`src/rtl/chargen_fifo.sv`:
```
// Character generator feeding a DEPTH-entry show-ahead FIFO; chip-select-gated
// read strobes pop codes onto a registered output port.
module chargen_fifo #(
  parameter int unsigned       WIDTH    = 8,
  parameter logic [WIDTH-1:0]  INITCHAR = "a",
  parameter logic [WIDTH-1:0]  LASTCHAR = "z",
  parameter int unsigned       STEP     = 1,
  parameter int unsigned       DEPTH    = 4,
  parameter bit                WRAP     = 1'b0
) (
  input  logic             clk,
  input  logic             n_rst,
  input  logic             n_cs,
  input  logic             n_rd,
  input  logic             n_clr,
  output logic [WIDTH-1:0] port,
  output logic             n_empty,
  output logic             n_full,
  output logic             done
);

  localparam int unsigned AW = $clog2(DEPTH);
  localparam int unsigned CW = AW + 1;
  localparam logic [CW-1:0]  DEPTH_C = CW'(DEPTH);
  localparam logic [WIDTH:0] STEP_X  = (WIDTH+1)'(STEP);
  localparam logic [WIDTH:0] LAST_X  = {1'b0, LASTCHAR};

  logic [WIDTH-1:0] mem [DEPTH];
  logic [AW-1:0]    rd_ptr, wr_ptr, rd_ptr_p1;
  logic [CW-1:0]    count, count_nx;
  logic [WIDTH-1:0] gen, gen_nx, port_nx;
  logic [WIDTH:0]   gen_sum;
  logic             done_nx, at_end;
  logic             pop, push;

  // Handshake: a pop is a selected read strobe against a non-empty FIFO; the
  // generator is the producer and pushes whenever a slot is free this cycle
  // (including the slot a same-cycle pop releases) until it reports done.
  always_comb begin
    pop       = !n_cs && !n_rd && (count != '0);
    push      = !done && ((count != DEPTH_C) || pop);
    rd_ptr_p1 = rd_ptr + AW'(1);
    gen_sum   = {1'b0, gen} + STEP_X;
    at_end    = gen_sum > LAST_X;

    count_nx = count;
    case ({push, pop})
      2'b10:   count_nx = count + CW'(1);
      2'b01:   count_nx = count - CW'(1);
      default: count_nx = count;
    endcase

    gen_nx  = gen;
    done_nx = done;
    if (push) begin
      if (!at_end)   gen_nx  = gen_sum[WIDTH-1:0];
      else if (WRAP) gen_nx  = INITCHAR;
      else           done_nx = 1'b1;
    end

    // Next head: when the popped entry was the only one, the head is the code
    // being pushed this cycle; an empty FIFO keeps the last value shown.
    port_nx = port;
    if (count_nx != '0) begin
      if (pop)                port_nx = (count > CW'(1)) ? mem[rd_ptr_p1] : gen;
      else if (count == '0)   port_nx = gen;
    end
  end

  always_ff @(posedge clk) begin
    if (n_clr && push) mem[wr_ptr] <= gen;
  end

  always_ff @(posedge clk or negedge n_rst) begin
    if (!n_rst) begin
      count   <= '0;
      rd_ptr  <= '0;
      wr_ptr  <= '0;
      gen     <= INITCHAR;
      done    <= 1'b0;
      port    <= INITCHAR;
      n_empty <= 1'b0;
      n_full  <= 1'b1;
    end else if (!n_clr) begin
      count   <= '0;
      rd_ptr  <= '0;
      wr_ptr  <= '0;
      gen     <= INITCHAR;
      done    <= 1'b0;
      port    <= INITCHAR;
      n_empty <= 1'b0;
      n_full  <= 1'b1;
    end else begin
      count   <= count_nx;
      if (pop)  rd_ptr <= rd_ptr_p1;
      if (push) wr_ptr <= wr_ptr + AW'(1);
      gen     <= gen_nx;
      done    <= done_nx;
      port    <= port_nx;
      n_empty <= (count_nx != '0);
      n_full  <= (count_nx != DEPTH_C);
    end
  end

endmodule

```
`config.mk`:
```
export PLATFORM = sky130hd
export DESIGN_NAME = chargen_fifo
export DESIGN_NICKNAME = d
export VERILOG_FILES = /design/src/rtl/chargen_fifo.sv
export SDC_FILE = /design/constraint.sdc
export NUM_CORES = 1
export LEC_CHECK = 0
export ABC_CLOCK_PERIOD_IN_PS = 3200
export CAP_MARGIN = 20
export CORE_MARGIN = 2
export CORE_UTILIZATION = 55
export CTS_BUF_LIST = sky130_fd_sc_hd__clkbuf_8
export CTS_CLUSTER_DIAMETER = 200
export DETAILED_ROUTE_END_ITERATION = 16
export DONT_BUFFER_PORTS = 1
export PLACE_DENSITY = 0.7
export SLEW_MARGIN = 20
export SYNTH_ARGS = -nofsm -noshare
export SYNTH_HDL_FRONTEND = slang
export SYNTH_SLANG_ARGS = --single-unit
```
`constraint.sdc`:
```
create_clock -name clk -period 3.2 [get_ports clk]
set_clock_uncertainty 0.05 [all_clocks]
set_input_delay 0.64 -clock clk [delete_from_list [all_inputs] [get_ports clk]]
set_output_delay 0.64 -clock clk [all_outputs]
set_load 0.05 [all_outputs]
```
# Yosys cells after proc, flatten, opt, wreduce, memory -nomap -nowiden

Memories as Yosys holds them, arrays and structs flattened.
Cells that the tools add are included.

Register bits after elaboration: 26
Memories kept: 1
Memory bits (writable): 32
Input port bits: 5

Memories:

| name | depth | bits a word | rd ports | clocked after memory_dff | write ports | RTL line | text |
|---|---|---|---|---|---|---|---|
| mem  | 4     | 8           | 1        | 0                        | 1           | 28       | `logic [WIDTH-1:0] mem [DEPTH];` |

Eq/ne operators: 10
Order comparisons: 2
Mux-type cells: 21
Reduce and logical (&&, ||, !) cells: 14
Add/sub/neg operators: 5

Operator list:

| kind                | count |
|---|---|
| $mux 8              | 8 |
| $add 8x1->9 const B | 1 |
| $gt 9x7->1 const B  | 1 |
| $mux 2              | 4 |
| $ne 2x1->1 const B  | 4 |
| $mux 1              | 7 |
| $ne 3x3->1 const B  | 2 |
| $pmux 3 s2          | 1 |
| $reduce_and 2->1    | 3 |
| $reduce_bool 3->1   | 2 |
| $add 2x1->2 const B | 2 |
| $logic_and 1x1->1   | 4 |
| $add 3x1->3 const B | 1 |
| $gt 3x1->1 const B  | 1 |
| $logic_not 1->1     | 3 |
| $logic_not 3->1     | 1 |
| $mux 3              | 1 |
| $ne 3x1->1 const B  | 1 |
| $sub 3x1->3 const B | 1 |
| $eq 2x1->1 const B  | 1 |
| $eq 2x2->1 const B  | 1 |
| $ne 2x2->1 const B  | 1 |
| $logic_or 1x1->1    | 1 |

# Longest topological paths before layout

Gate-level depths: netlist of run 1.

Depth after elaboration: 10
Gate-level depth with buffers: 8

# Least setup slack after synthesis of run 1

OpenSTA, ideal clock, no wires.

Path type: register -> register
Start point: register gen[0]
End point: register gen[2]
Arrival time: 2.200 ns
Stages on the path, launching flop included: 7
Data required time: 3.066 ns
Slack: 0.866 ns
Cell sequence: dfstp_2 > ha_1 > nand3_2 > or3_4 > a211oi_4 > mux2_2 > a31oi_1

Word-level cells in the longest chain between the ends: 4
Elaborated cells on any way between the ends: 7

Ends and longest elaborated chain:

| what                                                 | RTL line | text |
|---|---|---|
| start, declared                                      | 31       | `logic [WIDTH-1:0] gen, gen_nx, port_nx;` |
| start signal, assigned                               | 97       | `gen <= gen_nx;` |
| $add 8x1->9 *                                        | 43       | `gen_sum = {1'b0, gen} + STEP_X;` |
| $gt 9x7->1 or $mux 8 (tied branches)                 | 44, 56   |  |
| $ne 2x2->1 (no line) or $mux 8 (tied branches)       | --       |  |
| $reduce_and 2->1 (no line) or $mux 8 (tied branches) | --       |  |

Mark *: on every way between the ends. The rest lies on a longest branch, timed or not. The select of a mux whose other input is x is not followed.
A chain may end at the register's enable or synchronous reset.

# Worst setup path after layout of run 1

Same ends and word-level chain as after synthesis.

==> impl_metrics.toml, run 1 <==
[clock_network]
clk_pin_slew_ps = 70
root_buffer = "clkbuf_8"
cts_buffers = 9
clock-sinks = 58
clk-insertion-delay-late_ps = 330
cts_buffer_depth = 2
cts_setup_buffers = 0
cts.htree.levels = 3
cts_tree = "yes"

[power_and_ir_drop]
power_leakage_nw = 1.23
peakVddDrop_mv = 0.464
pwr_density_cell_nw_per_um2 = 732

[final_layout]
multiInputGateArea_um2 = 1320
final.fill_count = 429
register_area_um2 = 1620
antennaDiodeCount = 0
final_layout_size_suffix_gt1_share_pct = 19.8
stdcell_area_um2 = 3310
syn_to_final_growth_pct = 8.85
fin_nets = 261

[setup_path]
r2r_end = "gen[2]"
reg2reg_slack_ps = 600
crit_family = "flip-flops"
crit_path_start_kind = "flip-flop"
endpoint_kind = "flip-flop"
worstRegToRegCells = 6
crit_type = "reg -> reg"
critPathSlowestCell = "dfstp_2"
critPathArrivalTime_ps = 2790
cpPeakStageDelay_ps = 640
required_ps = 3390
path_cells = "ha_1 -> nand3_2 -> or3_4 -> a211oi_4 -> mux2_2 -> a31oi_1"
critPathMaxFanout = 12
cp_num_buf_inv = 0
r2r-start = "gen[0]"

[drt]
wl_per_cell_um = 17.7
remaining_drc_errors = 0
drt-initial-drc-count = 153
firstDrtPassIters = 4
vias = 1879
postRouteAntennaNets = 0
wirelength_um = 5720
vias_per_cell = 5.80

[logic_synthesis]
synthArstFlopShare_pct = 44.8
synthFlopType = "edfxtp_1"
postSynthCellCount = 247
yosysSeqAreaShare_pct = 53.3
yosys.area.top_type = "edfxtp_1"
yosysTopAreaCellShare_pct = 31.6
synth_area_leaders = "edfxtp_1 (32%), dfrtp_1 (16%), dfstp_2 (6.0%)"
yosysMostFrequentCell = "edfxtp_1"
synth_common_cells = "edfxtp_1 (32), nand2_1 (24), dfrtp_1 (19), nor2_1 (16), a21oi_1 (10)"
synth_warnings = 0
synth_edf_count = 32
mappedNetlistArea_um2 = 3040
yosysUniqueCellTypes = 57
ys_ff_latch = 58
syn_avg_cell_area_um2 = 12.3
syn-num-nets = 261

[flow_run]
maxCapViolations = 0

[place]
dp_hpwl_um = 3830
port_buffers = 0
placed_area_um2 = 3080
place_congestion = 0.850

[sta]
max_freq_mhz = 385
setup_viol_count_final = 0
worst_pin_slew_ps = 937
relSlewSlack_pct = 37.3
fin_crit_ps = 2600
period_share_pct = 81.2
slew_viol_final = 0
hold_viol = 0
rsz0062_at_grt = "false"
finalSetupTns_ps = 0

[floorplan]
die_w_um = 78.4
start_util_pct = 56.3
fp.coreArea_um2 = 5410
rows = 27
die_y_um = 78.4
io_pins = 16
dieArea_um2 = 6140

[grt]
grt_max_degree = 31
antenna_found_initial = 0
grt_overflow_total = 0
grt_util_all_layers_pct = 21.3
grt_pass1_vias = 1886
grt_pass1_wl_um = 9650

[hold_path]
hp-class = "in -> async"

[status]
status = "finished, final reports clean"
registers in the layout, indices dropped and copies added (netlist names):
signal and cells:
wr_ptr 2, port 8, rd_ptr 2, n_full 1, count 3, done 1, gen 8, mem 32
n_empty 1
cells by family (layout without fill, tap and decap cells):
group | after synthesis | in the layout | synth area share [%]
compound gates | 43 | 43 | 11.1
xor+xnor | 7 | 7 | 2.02
fa+ha+maj | 10 | 10 | 4.03
buf+inv | 24 | 29 | 3.46
flops | 58 | 58 | 53.3
mux | 27 | 27 | 12.7
simple gates | 78 | 78 | 13.4
routing by layer:
layer  wire (µm)  part of all wire, %  up-vias  global-route usage, %
met2        2700                   47       52                   32.1
met4         109                  1.9        0                   9.47
met5           0                    0        -                      0
met1        2620                   46      908                   29.1
li1            -                    -      909                      -
met3         286                  5.0       10                   5.63
layout by cell type, fill, tap and decap left out, drive strengths merged, types with 3 or more instances in the layout:
cell	count
nor2b	3
nand2b	8
and2	3
buf	3
edfxtp	32
a211oi	4
xor2	3
clkbuf	10
mux4	8
nor2	17
o21ai	10
mux2i	9
nand3	6
dfstp	7
mux2	10
a21oi	10
and3	6
dfrtp	19
inv	10
xnor2	4
nand2	24
clkinv	3
ha	9
worst max-delay path by stage:
stage	startpoint	end	slack, ps	depth (start not counted)
2_1_floorplan	gen[0]	gen[2]	870	6
3_3_place_gp	gen[0]	gen[2]	700	6
3_5_place_dp	gen[0]	gen[2]	610	6
4_1_cts	gen[0]	gen[2]	590	6
5_1_grt	gen[0]	gen[2]	450	6
6_report	gen[0]	gen[2]	600	6
per-stage QoR:
stage	utilization [%]	hold slack (ps)	power, mW	cells	worst slack, ps
5_1_grt	61.2	67.6	2.56	324	451
6_report	61.2	90.8	2.42	324	601
3_3_place_gp	57.0	295	1.69	307	696
4_1_cts	61.2	71.1	2.45	324	587
2_1_floorplan	-	294	1.58	247	866
3_5_place_dp	57.0	295	1.70	307	606
power breakdown:
group | leakage [nW] | switching [mW] | internal (mW)
Sequential | 0.604 | 0.196 | 0.914
Clock | 0.118 | 0.282 | 0.454
Combinational | 0.512 | 0.311 | 0.266
Total | 1.23 | 0.789 | 1.63
final cells by class:
type / count / area share (%)
Multi-Input combinational cell: 165 / 39.7
Timing Repair Buffer: 4 / 0.983
Clock inverter: 6 / 2.42
Sequential cell: 58 / 49.0
Inverter: 9 / 1.02
Clock buffer: 10 / 4.16
Tap cell: 72 / 2.72
timing repair:
item	in CTS	in global routing
gates resized for setup	0	0
hold buffers	1	0
endpoints found under the hold margin	19	0
Power figures use the tool's default switching activity.
==> inputs of run 2 (changes only) <==
ABC_CLOCK_PERIOD_IN_PS = 2120   (was 3200)
PLACE_DENSITY = 0.73   (was 0.7)
clock period = 2.12 ns   (was 3.2 ns; I/O delays follow)
==> impl_metrics.toml, run 2 (synthesis gave the netlist of run 1 again) <==
[status]
status = "finished, violations left"
violations = "setup timing"

[final_layout]
stdcell_area_um2 = 3710
largest-register = "mem"
fin_nets = 290
final_layout_size_suffix_gt1_share_pct = 35.2
largest_reg_flops = 32
syn_to_final_growth_pct = 21.9
layout_common_cells = "edfxtp_1 (32), nand2_1 (24), buf_4 (23), dfrtp_1 (17), nor2_1 (15)"
final_common_cell = "edfxtp_1"
antennaDiodeCount = 0
register_area_um2 = 1620
top_regs = "mem (32), gen (8), port (8)"
final.fill_count = 373
fin_cells = 353
multiInputGateArea_um2 = 1430

[power_and_ir_drop]
pwr_density_cell_nw_per_um2 = 1080
peakVddDrop_mv = 0.578
p_total_mw = 3.99
power_leakage_nw = 1.42

[clock_network]
clk_pin_slew_ps = 70
cts_buffers = 9
cts_tree = "yes"
root_buffer = "clkbuf_8"
clock-sinks = 58
clk-insertion-delay-late_ps = 330
cts.htree.levels = 3
cts_buffer_depth = 2

[flow_run]
maxCapViolations = 0

[grt]
grt_util_all_layers_pct = 22.5
grt_pass1_vias = 2078
grt_max_degree = 31
antenna_found_initial = 0
grt_pass1_wl_um = 10200
grt_overflow_total = 0

[drt]
drt-initial-drc-count = 120
wirelength_um = 6280
remaining_drc_errors = 0
vias_per_cell = 5.83
postRouteAntennaNets = 0
firstDrtPassIters = 4
wl_per_cell_um = 17.8
vias = 2059

[sta]
slew_viol_final = 0
hold_ws_ps = 83.9
worst_pin_slew_ps = 490
max_freq_mhz = 466
relSlewSlack_pct = 67.3
setup_ws_ps = -26.6
rsz0062_at_grt = "true"
setup_viol_count_final = 2
fin_crit_ps = 2150
period_share_pct = 101
hold_viol = 0

[setup_path]
crit_type = "reg -> reg"
crit_path_start_kind = "flip-flop"
critPathArrivalTime_ps = 2340
endpoint_kind = "flip-flop"
required_ps = 2320
critPathMaxFanout = 5

[floorplan]
dieArea_um2 = 6140
io_pins = 16
die_y_um = 78.4
die_w_um = 78.4
rows = 27
fp.coreArea_um2 = 5410
start_util_pct = 56.3

[place]
dp_hpwl_um = 4200
port_buffers = 0
place_congestion = 0.915
dp_cells = 332
placed_area_um2 = 3400

[hold_path]
hp-class = "in -> reg"
[run 2: critical path, stage by stage (launching register included)]
cell and delay (ps):
dfstp_2 580, ha_4 170, nand3_4 80, or3_4 360, a211oi_4 360, mux2_4 330
a31oi_1 120
[run 2: metal layers]
metal | global-route usage, % | vias to the layer above | wire length (µm)
li1 | - | 969 | -
met1 | 28.9 | 1030 | 2810
met2 | 35.7 | 48 | 3070
met3 | 6.44 | 12 | 280
met4 | 10.4 | 0 | 126
met5 | 0 | - | 0
[run 2: timing repair]
item / 4_1_cts / 5_1_grt
pin swaps: 2 / 4
endpoints found under the setup margin: 11 / 14
hold buffers: 2 / 0
buffers inserted: 1 / 2
hold endpoints to repair: 26 / 0
resized for setup: 5 / 12
[run 2: area by class of cell]
type | count | share of cell area, %
well taps | 72 | 2.43
multi-input cells | 165 | 38.5
repair buffers | 33 | 9.08
clock buffers | 10 | 3.71
clock inverters | 6 | 1.55
inverters | 9 | 0.911
flip-flops and latches | 58 | 43.8
[run 2: final timing paths]
kind	startpoint	endpoint	slack (ps)	cells after the start
max in group asynchronous	n_rst	gen[0]	1260	2
worst min register to register	gen[1]	gen[1]	550	2
worst min-delay path	n_clr	gen[6]	80	1
min in group asynchronous	n_rst	port[7]	520	2
worst max-delay path	gen[0]	gen[2]	-30	6
worst max register to register	gen[0]	gen[2]	-30	6
[run 2: power by group]
| group | total, mW | internal, mW | switching, mW |
|---|---|---|---|
| clock | 1.00 | 0.566 | 0.434 |
| sequential | 1.63 | 1.38 | 0.255 |
| combinational | 1.36 | 0.728 | 0.628 |
| total | 3.99 | 2.67 | 1.32 |
[run 2: stage by stage]
stage / TNS [ps] / util, % / worst slack (ps)
4_1_cts: -0.849 / 67.3 / -0.849
3_5_place_dp: -216 / 62.8 / -41.1
5_1_grt: -756 / 68.6 / -108
2_1_floorplan: -54.5 / - / -34.8
3_3_place_gp: 0 / 62.8 / 16.3
6_report: -39.1 / 68.6 / -26.6
